## src/rtl/usb_serial_tx_fifo_pkg.sv

```systemverilog
// Shared constants and output-FSM state encoding for the USB serial transmit FIFO.
package usb_serial_pkg;

    localparam logic [7:0] ASCII_CR = 8'h0D;
    localparam logic [7:0] ASCII_LF = 8'h0A;

    typedef enum logic [1:0] {
        IDLE    = 2'd0,
        HOLD    = 2'd1,
        CR_PEND = 2'd2
    } tx_state_t;

endpackage

```

## src/rtl/usb_serial_tx_fifo_if.sv

```systemverilog
// Write-side, status and endpoint handshake signals of the transmit FIFO.
interface usb_serial_tx_fifo_if #(
    parameter int DEPTH_LOG2 = 4
);
    logic [7:0]          wr_data;
    logic                wr_en;
    logic                wr_full;
    logic [DEPTH_LOG2:0] wr_level;
    logic                overflow;
    logic                clr_overflow;
    logic                uart_tx_ready;
    logic [7:0]          uart_tx_data;
    logic                uart_tx_strobe;

    modport slave (
        input  wr_data, wr_en, clr_overflow, uart_tx_ready,
        output wr_full, wr_level, overflow, uart_tx_data, uart_tx_strobe
    );

    modport master (
        output wr_data, wr_en, clr_overflow, uart_tx_ready,
        input  wr_full, wr_level, overflow, uart_tx_data, uart_tx_strobe
    );
endinterface

```

## src/rtl/usb_serial_tx_fifo_mem.sv

```systemverilog
// Byte storage, one write port and a combinational read port (data follows i_rd_addr same cycle).
module usb_serial_fifo_mem #(
    parameter int DEPTH_LOG2 = 4
) (
    input  logic                  clk,
    input  logic                  i_wr_en,
    input  logic [DEPTH_LOG2-1:0] i_wr_addr,
    input  logic [7:0]            i_wr_data,
    input  logic [DEPTH_LOG2-1:0] i_rd_addr,
    output logic [7:0]            o_rd_data
);
    logic [7:0] r_mem [2**DEPTH_LOG2];

    always_ff @(posedge clk) begin
        if (i_wr_en) begin
            r_mem[i_wr_addr] <= i_wr_data;
        end
    end

    assign o_rd_data = r_mem[i_rd_addr];
endmodule

```

## src/rtl/usb_serial_tx_fifo.sv

```systemverilog
// Byte FIFO feeding the USB serial endpoint: write-to-strobe 2 cycles, at most one strobe per 2 cycles, waits on uart_tx_ready.
// Build option USB_SERIAL_TX_FIFO_CRLF_EN inserts a CR strobe ahead of every LF.
module usb_serial_tx_fifo
    import usb_serial_pkg::*;
#(
    parameter int DEPTH_LOG2 = 4
) (
    input logic                 clk,
    input logic                 reset,
    usb_serial_tx_fifo_if.slave bus
);
    localparam logic [DEPTH_LOG2:0]   LVL_FULL = {1'b1, {DEPTH_LOG2{1'b0}}};
    localparam logic [DEPTH_LOG2:0]   LVL_ONE  = (DEPTH_LOG2+1)'(1);
    localparam logic [DEPTH_LOG2-1:0] PTR_ONE  = DEPTH_LOG2'(1);

    tx_state_t             r_state;
    tx_state_t             w_state_nxt;
    logic [DEPTH_LOG2-1:0] r_wptr;
    logic [DEPTH_LOG2-1:0] r_rptr;
    logic [DEPTH_LOG2:0]   r_level;
    logic                  r_overflow;
    logic                  r_strobe;
    logic [7:0]            r_data;
    logic                  w_strobe_nxt;
    logic [7:0]            w_data_nxt;
    logic                  w_pop;
    logic                  w_full;
    logic                  w_wr_acc;
    logic [7:0]            w_rd_data;
`ifdef USB_SERIAL_TX_FIFO_CRLF_EN
    logic                  r_cr_pend;
    logic                  w_cr_pend_nxt;
`endif

    // Full is judged on the pre-edge level, so a same-cycle pop never rescues a write.
    assign w_full   = (r_level == LVL_FULL);
    assign w_wr_acc = reset & bus.wr_en & ~w_full;

    usb_serial_fifo_mem #(
        .DEPTH_LOG2 (DEPTH_LOG2)
    ) u_mem (
        .clk       (clk),
        .i_wr_en   (w_wr_acc),
        .i_wr_addr (r_wptr),
        .i_wr_data (bus.wr_data),
        .i_rd_addr (r_rptr),
        .o_rd_data (w_rd_data)
    );

    always_comb begin
        w_state_nxt   = r_state;
        w_strobe_nxt  = 1'b0;
        w_data_nxt    = r_data;
        w_pop         = 1'b0;
`ifdef USB_SERIAL_TX_FIFO_CRLF_EN
        w_cr_pend_nxt = r_cr_pend;
`endif
        case (r_state)
            IDLE: begin
                if (r_level != '0 && bus.uart_tx_ready) begin
                    w_strobe_nxt = 1'b1;
                    w_state_nxt  = HOLD;
`ifdef USB_SERIAL_TX_FIFO_CRLF_EN
                    if (w_rd_data == ASCII_LF) begin
                        w_data_nxt    = ASCII_CR;
                        w_cr_pend_nxt = 1'b1;
                    end else begin
                        w_data_nxt = w_rd_data;
                        w_pop      = 1'b1;
                    end
`else
                    w_data_nxt = w_rd_data;
                    w_pop      = 1'b1;
`endif
                end
            end
            HOLD: begin
`ifdef USB_SERIAL_TX_FIFO_CRLF_EN
                w_state_nxt = r_cr_pend ? CR_PEND : IDLE;
`else
                w_state_nxt = IDLE;
`endif
            end
            CR_PEND: begin
`ifdef USB_SERIAL_TX_FIFO_CRLF_EN
                // The LF is still at the head: it is popped only now, after its CR went out.
                if (bus.uart_tx_ready) begin
                    w_strobe_nxt  = 1'b1;
                    w_data_nxt    = ASCII_LF;
                    w_pop         = 1'b1;
                    w_cr_pend_nxt = 1'b0;
                    w_state_nxt   = HOLD;
                end
`else
                w_state_nxt = IDLE;
`endif
            end
            default: w_state_nxt = IDLE;
        endcase
    end

    always_ff @(posedge clk) begin
        if (!reset) begin
            r_state    <= IDLE;
            r_wptr     <= '0;
            r_rptr     <= '0;
            r_level    <= '0;
            r_overflow <= 1'b0;
            r_strobe   <= 1'b0;
            r_data     <= 8'h00;
`ifdef USB_SERIAL_TX_FIFO_CRLF_EN
            r_cr_pend  <= 1'b0;
`endif
        end else begin
            r_state  <= w_state_nxt;
            r_strobe <= w_strobe_nxt;
            r_data   <= w_data_nxt;
`ifdef USB_SERIAL_TX_FIFO_CRLF_EN
            r_cr_pend <= w_cr_pend_nxt;
`endif
            if (w_wr_acc) begin
                r_wptr <= r_wptr + PTR_ONE;
            end
            if (w_pop) begin
                r_rptr <= r_rptr + PTR_ONE;
            end
            case ({w_wr_acc, w_pop})
                2'b10:   r_level <= r_level + LVL_ONE;
                2'b01:   r_level <= r_level - LVL_ONE;
                default: r_level <= r_level;
            endcase
            if (bus.wr_en && w_full) begin
                r_overflow <= 1'b1;
            end else if (bus.clr_overflow) begin
                r_overflow <= 1'b0;
            end
        end
    end

    assign bus.wr_full        = w_full;
    assign bus.wr_level       = r_level;
    assign bus.overflow       = r_overflow;
    assign bus.uart_tx_data   = r_data;
    assign bus.uart_tx_strobe = r_strobe;
endmodule

```

## src/flat_wrapper.sv

```systemverilog
// flat-port wrapper written by rule: the top's interface ports become plain ports
module usb_serial_tx_fifo_flat import usb_serial_pkg::*;
#(
    parameter int DEPTH_LOG2 = 4
)
  (clk, reset, bus_wr_data, bus_wr_en, bus_clr_overflow, bus_uart_tx_ready, bus_wr_full, bus_wr_level, bus_overflow, bus_uart_tx_data, bus_uart_tx_strobe);
  usb_serial_tx_fifo_if #(.DEPTH_LOG2(DEPTH_LOG2)) bus_i ();
  input logic clk;
  input logic reset;
  input wire logic [$bits(bus_i.wr_data)-1:0] bus_wr_data;
  input wire logic [$bits(bus_i.wr_en)-1:0] bus_wr_en;
  input wire logic [$bits(bus_i.clr_overflow)-1:0] bus_clr_overflow;
  input wire logic [$bits(bus_i.uart_tx_ready)-1:0] bus_uart_tx_ready;
  output wire logic [$bits(bus_i.wr_full)-1:0] bus_wr_full;
  output wire logic [$bits(bus_i.wr_level)-1:0] bus_wr_level;
  output wire logic [$bits(bus_i.overflow)-1:0] bus_overflow;
  output wire logic [$bits(bus_i.uart_tx_data)-1:0] bus_uart_tx_data;
  output wire logic [$bits(bus_i.uart_tx_strobe)-1:0] bus_uart_tx_strobe;
  assign bus_i.wr_data = bus_wr_data;
  assign bus_i.wr_en = bus_wr_en;
  assign bus_i.clr_overflow = bus_clr_overflow;
  assign bus_i.uart_tx_ready = bus_uart_tx_ready;
  assign bus_wr_full = bus_i.wr_full;
  assign bus_wr_level = bus_i.wr_level;
  assign bus_overflow = bus_i.overflow;
  assign bus_uart_tx_data = bus_i.uart_tx_data;
  assign bus_uart_tx_strobe = bus_i.uart_tx_strobe;
  usb_serial_tx_fifo #(.DEPTH_LOG2(DEPTH_LOG2)) u_core (.clk(clk), .reset(reset), .bus(bus_i));
endmodule
```

## config.mk

```make
export PLATFORM = sky130hd
export DESIGN_NAME = usb_serial_tx_fifo_flat
export DESIGN_NICKNAME = d
export VERILOG_FILES = /design/src/rtl/usb_serial_tx_fifo_pkg.sv /design/src/rtl/usb_serial_tx_fifo_if.sv /design/src/rtl/usb_serial_tx_fifo_mem.sv /design/src/rtl/usb_serial_tx_fifo.sv /design/src/flat_wrapper.sv
export SDC_FILE = /design/constraint.sdc
export NUM_CORES = 1
export LEC_CHECK = 0
export BUFFER_PORTS_ARGS = -buffer_cell sky130_fd_sc_hd__buf_2
export CORE_MARGIN = 4
export CORE_UTILIZATION = 30
export CTS_CLUSTER_DIAMETER = 60
export DETAILED_ROUTE_END_ITERATION = 16
export SLEW_MARGIN = 20
export SYNTH_ARGS = -nofsm -noshare
export SYNTH_HDL_FRONTEND = slang
export SYNTH_HIERARCHICAL = 1
export SYNTH_SLANG_ARGS = --single-unit
```

## constraint.sdc

```tcl
create_clock -name clk -period 5.15 [get_ports clk]
set_clock_uncertainty 0.1 [all_clocks]
set_input_delay 0.515 -clock clk [delete_from_list [all_inputs] [get_ports clk]]
set_output_delay 0.515 -clock clk [all_outputs]
set_load 0.02 [all_outputs]
```

# Yosys cells after proc, flatten, opt, wreduce, memory -nomap -nowiden
# Memories as Yosys holds them, arrays and structs flattened. A register that Yosys moved wholly into a read port is not among the register bits.
# Index checks and enable logic that the tools add are counted.
# totals
regBits,16
latchBits,0
ramBits,128
rom_bits,0
output_inout_bits,16
mem_count,1
# memory_table
name,words,width,read_ports,rd_ports_with_merged_regs,wr,line_no,text
u_core.u_mem.r_mem,16,8,1,1,1,usb_serial_tx_fifo_mem.sv:12,logic [7:0] r_mem [2**DEPTH_LOG2];
# op_classes
add_sub_neg,4
mul,0
div_mod_pow,0
magnitude_cmp,0
eq_ne,3
shifts,0
muxes,7
bitwise_logic,3
reduce_logical,9
# ops
operator,count
$pmux 5 s2,1
$add 4x1->4 const B,2
$mux 1,6
$add 5x1->5 const B,1
$eq 5x5->1 const B,1
$reduce_bool 5->1,1
$sub 5x1->5 const B,1
$reduce_and 2->1,2
$reduce_bool 2->1,2
$and 1x1->1,2
$eq 2x1->1 const B,1
$eq 2x2->1 const B,1
$logic_and 1x1->1,2
$logic_not 2->1,1
$logic_not 1->1,1
$not 1->1,1

# Depth between registers and ports, before layout
# logic_depth
depth_word,6
mapped_depth,10
depth_no_buf,9

# Cells and area by module
# The synthesis kept the hierarchy.
# by_module_without_submodules
mod,instances,cells_each,area_per_inst_um2,seq_area_each_um2
usb_serial_fifo_mem,1,221,4987.3,3843.7
usb_serial_tx_fifo,1,113,1093.5,480.5

# Worst setup path before layout
# No wires, ideal clock.
# synth_timing
path_type,register to register
start,"register u_core.r_level[0], in the netlist u_core/bus.wr_level[0]"
end,"memory u_core.u_mem.r_mem[0][0], enable pin"
setup_ns,0.383
arrival_ns,2.297
required_ns,4.667
slack_ns,2.370
path_stages_with_launch,7
path_buffers,0
cell_sequence,dfxtp_1 -> nor4_1 -> a21oi_1 -> nand2_1 -> inv_1 -> or3b_2 -> nor3_1
# synth_via
elab_chain_cells,5
# synth_lines
element,line_no,text
"start, declared",usb_serial_tx_fifo.sv:20,logic [DEPTH_LOG2:0] r_level;
"start signal, assigned",usb_serial_tx_fifo.sv:128,2'b10: r_level <= r_level + LVL_ONE;
"start signal, assigned",usb_serial_tx_fifo.sv:129,2'b01: r_level <= r_level - LVL_ONE;
"start signal, assigned",usb_serial_tx_fifo.sv:130,default: r_level <= r_level;
$eq 5x5->1,usb_serial_tx_fifo.sv:36,assign w_full = (r_level == LVL_FULL);
$not 1->1,usb_serial_tx_fifo.sv:37,assign w_wr_acc = reset & bus.wr_en & ~w_full;
$and 1x1->1,usb_serial_tx_fifo.sv:37,
net u_core.w_wr_acc,usb_serial_tx_fifo.sv:28,logic w_wr_acc;
$mux 1,usb_serial_tx_fifo_mem.sv:15,if (i_wr_en) begin
$mux 1 (implied by the code),usb_serial_tx_fifo_mem.sv:16,r_mem[i_wr_addr] <= i_wr_data;
"end, declared",usb_serial_tx_fifo_mem.sv:12,
# The timed path passes the listed nets, and every way through them passes these cells.

# Final worst setup path
# layout_timing
start,"register u_core.r_level[0], in the netlist u_core/bus.wr_level[0]"
end,"register u_core.r_level[4], in the netlist u_core/bus.wr_level[4]"
# layout_via
elab_chain_cells,6
# layout_lines
element,line_no,text
$reduce_bool 5->1 (*),usb_serial_tx_fifo.sv:60,if (r_level != '0 && bus.uart_tx_ready) begin
$logic_and 1x1->1 (*),usb_serial_tx_fifo.sv:60,
$mux 1 (*),usb_serial_tx_fifo.sv:60,
$mux 1 (*),usb_serial_tx_fifo.sv:58,case (r_state)
net u_core.w_pop,usb_serial_tx_fifo.sv:26,logic w_pop;
$eq 2x1->1 / $eq 2x2->1 (equally long branches),usb_serial_tx_fifo.sv:127,"case ({w_wr_acc, w_pop})"
$pmux 5 s2 / $reduce_bool 2->1 (equally long branches),n/a,
# Mark *: on every way through the listed nets, which the timed path passes. The rest lies on a longest branch.
# A chain may end at the register's enable or synchronous reset.

==> results.txt <==
----------------------------------------------------
[Outcome]
  Run status ... completed

[GRT]
  Via count of the first global-routing pass ... 3188
  Largest net degree at the start of global routing ... 36
  Global routing usage summed across all routing layers ... 0.113
  Number of antenna violations at the first check in global routing ... 0
  First-pass GRT wire length ... 18600 um
  Grt ovf ... 0

[Cells and area]
  Ant. Diodes ... 0
  Post-synthesis to final-layout area growth ... 16.3%
  Most common library cell in the layout ignoring fill and taps ... sky130_fd_sc_hd__edfxtp_1
  Commonest non-fill, non-tap cells in the layout ... 128 x sky130_fd_sc_hd__edfxtp_1, 35 x sky130_fd_sc_hd__nor2_1, 28 x sky130_fd_sc_hd__buf_2
  Final #Nets ... around 390
  Ratio of cells with drive above 1 in the final layout ... 0.227

[Setup path]
  Critical-path top delay cell ... sky130_fd_sc_hd__or4_4
  Critical Path RT ... 5.39 ns
  Worst Setup Path Type ... flip-flop to flip-flop
  Worst Setup End Kind ... flip-flop
  Element type at the critical path start ... flip-flop
  Critical Path AT ... between 3 and 4 ns
  Delay of the slowest critical-path stage ... just under 0.6 ns
  Chain of cells forming the critical path ... or4_4 > o21ai_4 > inv_1 > ha_1 > ha_1 > nand3_1 > and4b_1 > a21oi_1 > mux2i_1
  Critical path fanouts, max ... 15
  Cell with the most instances on the worst path ... sky130_fd_sc_hd__ha_1

[Drt]
  Count of unresolved DRC violations after routing ... 0
  Remaining number of nets flagged by the antenna check after routing ... 0
  Number of search-and-repair iterations in the first detailed-routing pass ... 4
  Vias per inst ... 4.66
  Via count ... 3025
  Total wire length after detailed routing ... ~12000 um
  WL/cell ... ~18 um
  First-iteration detailed-routing DRC count ... 232

[CTS]
  Clock tree sinks ... about 150
  Maximum buffer depth of the clock tree ... 2
  CTS tree ... built
  Postcts setup bufs ... 0
  H-tree level count ... 4
  Clock network latency to the later pin of the worst-skew pair ... 0.41 ns
  Clock-pin slew on the worst setup and hold paths ... ~0.060 ns
  Hold buffer count at cts ... 0
  Post_cts resized ... 0
  Clk Tree Root Cell ... sky130_fd_sc_hd__clkbuf_16
  Number of buffers inserted during clock tree synthesis ... 17

[Place]
  Setup WS pre-CTS ... between 1.5 and 2 ns
  Port Buf Inserts ... 28
  Final weighted congestion of routability-driven global placement ... about 0.75
  HPWL after DPL ... ~7500 um

[Yosys]
  Ranking of synthesized cells by area ... sky130_fd_sc_hd__edfxtp_1 63%, sky130_fd_sc_hd__dfxtp_1 7.9%, sky130_fd_sc_hd__mux4_2 6.7%
  Fraction of registers with async set or reset after synthesis ... 0
  Top flip-flop cell by instance count after synthesis ... sky130_fd_sc_hd__edfxtp_1
  Net count after synthesis ... roughly 350
  Number of flops mapped to enable cells by yosys ... 128
  Share of the synthesized area in the top cell type ... 0.632
  Synth Register Bits ... about 150
  Share of synthesized area occupied by flip-flops and latches ... 0.711
  Yosys top cell by area ... sky130_fd_sc_hd__edfxtp_1
  Cell Area, Synth ... 0.00608 mm^2
  Mapped Cells ... about 330
  Yosys synthesis warning count ... 6
  Unique cell type count in the Yosys netlist ... 39
  Mean area per synthesized cell ... 18.2 um^2

[STA]
  Setup repair after global routing missed its margin ... false
  Count of endpoints failing setup in the final report ... 0
  Accumulated negative setup slack ... 0 ns
  Top achievable clock speed ... 320 MHz
  Number of hold violations in the final report ... 0
  Slew at the pin closest to its max-slew limit ... about 0.97 ns
  Portion of the clock cycle consumed by the worst path in the final layout ... 0.606
  Pins Over Slew Limit ... 0
  Final min period ... around 3.1 ns
  Min setup slack post-route ... 2.03 ns
  Max_slew headroom ... 0.350

[Floorplan]
  Row cnt ... 51
  Die outline height ... between 150 and 200 um
  Number of top-level pins ... 29
  Die extent in x ... around 150 um
  Starting utilization of the core area ... 0.308
  Core ar. ... approximately 0.020 mm^2
  Full die area ... approximately 0.023 mm^2

[Power and ir drop]
  Pwr Density ... around 460 mW/mm^2
  Peak supply drop ... 0.217 mV
  Leak pwr ... between 2 and 2.5 nW

[Worst hold path]
  Hold Crit Class ... input port to flip-flop

[Flow run]
  Number of max-capacitance violations reported ... 0

----------------------------------------------------
kinds of logic (layout without fill, tap and decap cells):
family	count (synthesis)	after routing	synth area share
buffers and inverters	18	68	0.0218
AND/OR/NAND/NOR	78	78	0.0613
AO/OA/AOI/OAI	28	28	0.0329
multiplexers	45	45	0.149
XOR/XNOR	6	6	0.00864
adder cells (fa/ha/maj)	7	7	0.0156
flip-flops	152	152	0.711
registers in the layout, indices dropped and copies added (netlist names):
| name | flops |
|---|---|
| u_core/bus.wr_level | 5 |
| u_core/r_wptr | 4 |
| u_core/r_rptr | 4 |
| u_core/bus.uart_tx_data | 8 |
| u_core/u_mem/r_mem | 128 |
| u_core/r_state | 1 |
| u_core/bus.uart_tx_strobe | 1 |
| u_core/bus.overflow | 1 |
power breakdown:
part / total [mW] / switching (mW) / internal, mW
logic: 0.554 / 0.306 / 0.248
clock network: 1.25 / 0.483 / 0.763
registers: 1.47 / 0.0707 / 1.40
synth_stat cells, types with 2 or more instances:
cell and n:
sky130_fd_sc_hd__mux4_2 18, sky130_fd_sc_hd__xor2_1 3, sky130_fd_sc_hd__mux4_1 14, sky130_fd_sc_hd__ha_1 6, sky130_fd_sc_hd__nand3b_1 2, sky130_fd_sc_hd__nand2b_1 4, sky130_fd_sc_hd__a22oi_1 16, sky130_fd_sc_hd__a21oi_1 7
sky130_fd_sc_hd__nand3_1 6, sky130_fd_sc_hd__buf_6 3, sky130_fd_sc_hd__edfxtp_1 128, sky130_fd_sc_hd__dfxtp_1 24, sky130_fd_sc_hd__nor2_1 35, sky130_fd_sc_hd__nor3_1 4, sky130_fd_sc_hd__inv_1 4, sky130_fd_sc_hd__mux2i_1 13
sky130_fd_sc_hd__buf_2 3, sky130_fd_sc_hd__xnor2_1 3, sky130_fd_sc_hd__nand2_1 14, sky130_fd_sc_hd__and2_1 2, sky130_fd_sc_hd__nor2b_1 3, sky130_fd_sc_hd__clkdlybuf4s25_2 3, sky130_fd_sc_hd__clkbuf_1 3
worst paths after layout:
kind / start / endpoint / slack (ns) / cells past startpoint
setup / recovery: u_core/bus.wr_level[0] / u_core/bus.wr_level[4] / 2.03 / 9
hold reg to reg: u_core/bus.uart_tx_data[1] / u_core/bus.uart_tx_data[1] / 0.40 / 2
setup reg to reg: u_core/bus.wr_level[0] / u_core/bus.wr_level[4] / 2.03 / 9
hold / removal: bus_wr_en / u_core/bus.overflow / 0.26 / 3
cell type report:
cell class / count / area, um^2
Clock buffer: 17 / 425
Clock inverter: 15 / 171
Fill cell: 1825 / 12600
Inverter: 4 / 15.0
Multi-Input combinational cell: 164 / 1630
Sequential cell: 152 / 4330
Tap cell: 265 / 332
Timing Repair Buffer: 32 / 170
metal layers:
metal	wire [um]	up-vias	share of wire	track usage
met5	0	-	0	0
met4	93	0	0.0078	0.0352
li1	-	1413	-	-
met2	5880	74	0.49	0.178
met1	5180	1534	0.44	0.149
met3	752	4	0.063	0.0349
critical path: cells and delay by family, from the launching register on:
| kind | cells | cell delay (ns) |
|---|---|---|
| compound gates | 2 | 0.68 |
| simple gates | 3 | 0.89 |
| mux | 1 | 0.20 |
| flops | 1 | 0.37 |
| buf+inv | 1 | 0.10 |
| fa+ha+maj | 2 | 0.69 |
stage by stage:
stage               hold slack (ns)  std cells  cell area, um^2  total power, mW   util
finish                        0.263        649             7070             3.27  0.359
global route                  0.269        649             7070             3.43  0.359
CTS                           0.248        649             7070             3.31  0.358
detailed placement            0.396        617             6470             2.05  0.328
global placement              0.389        617             6470             2.04  0.328
floorplan                     0.382        334             6080             1.92      -
Note: power is estimated with default switching activity, not from simulation.
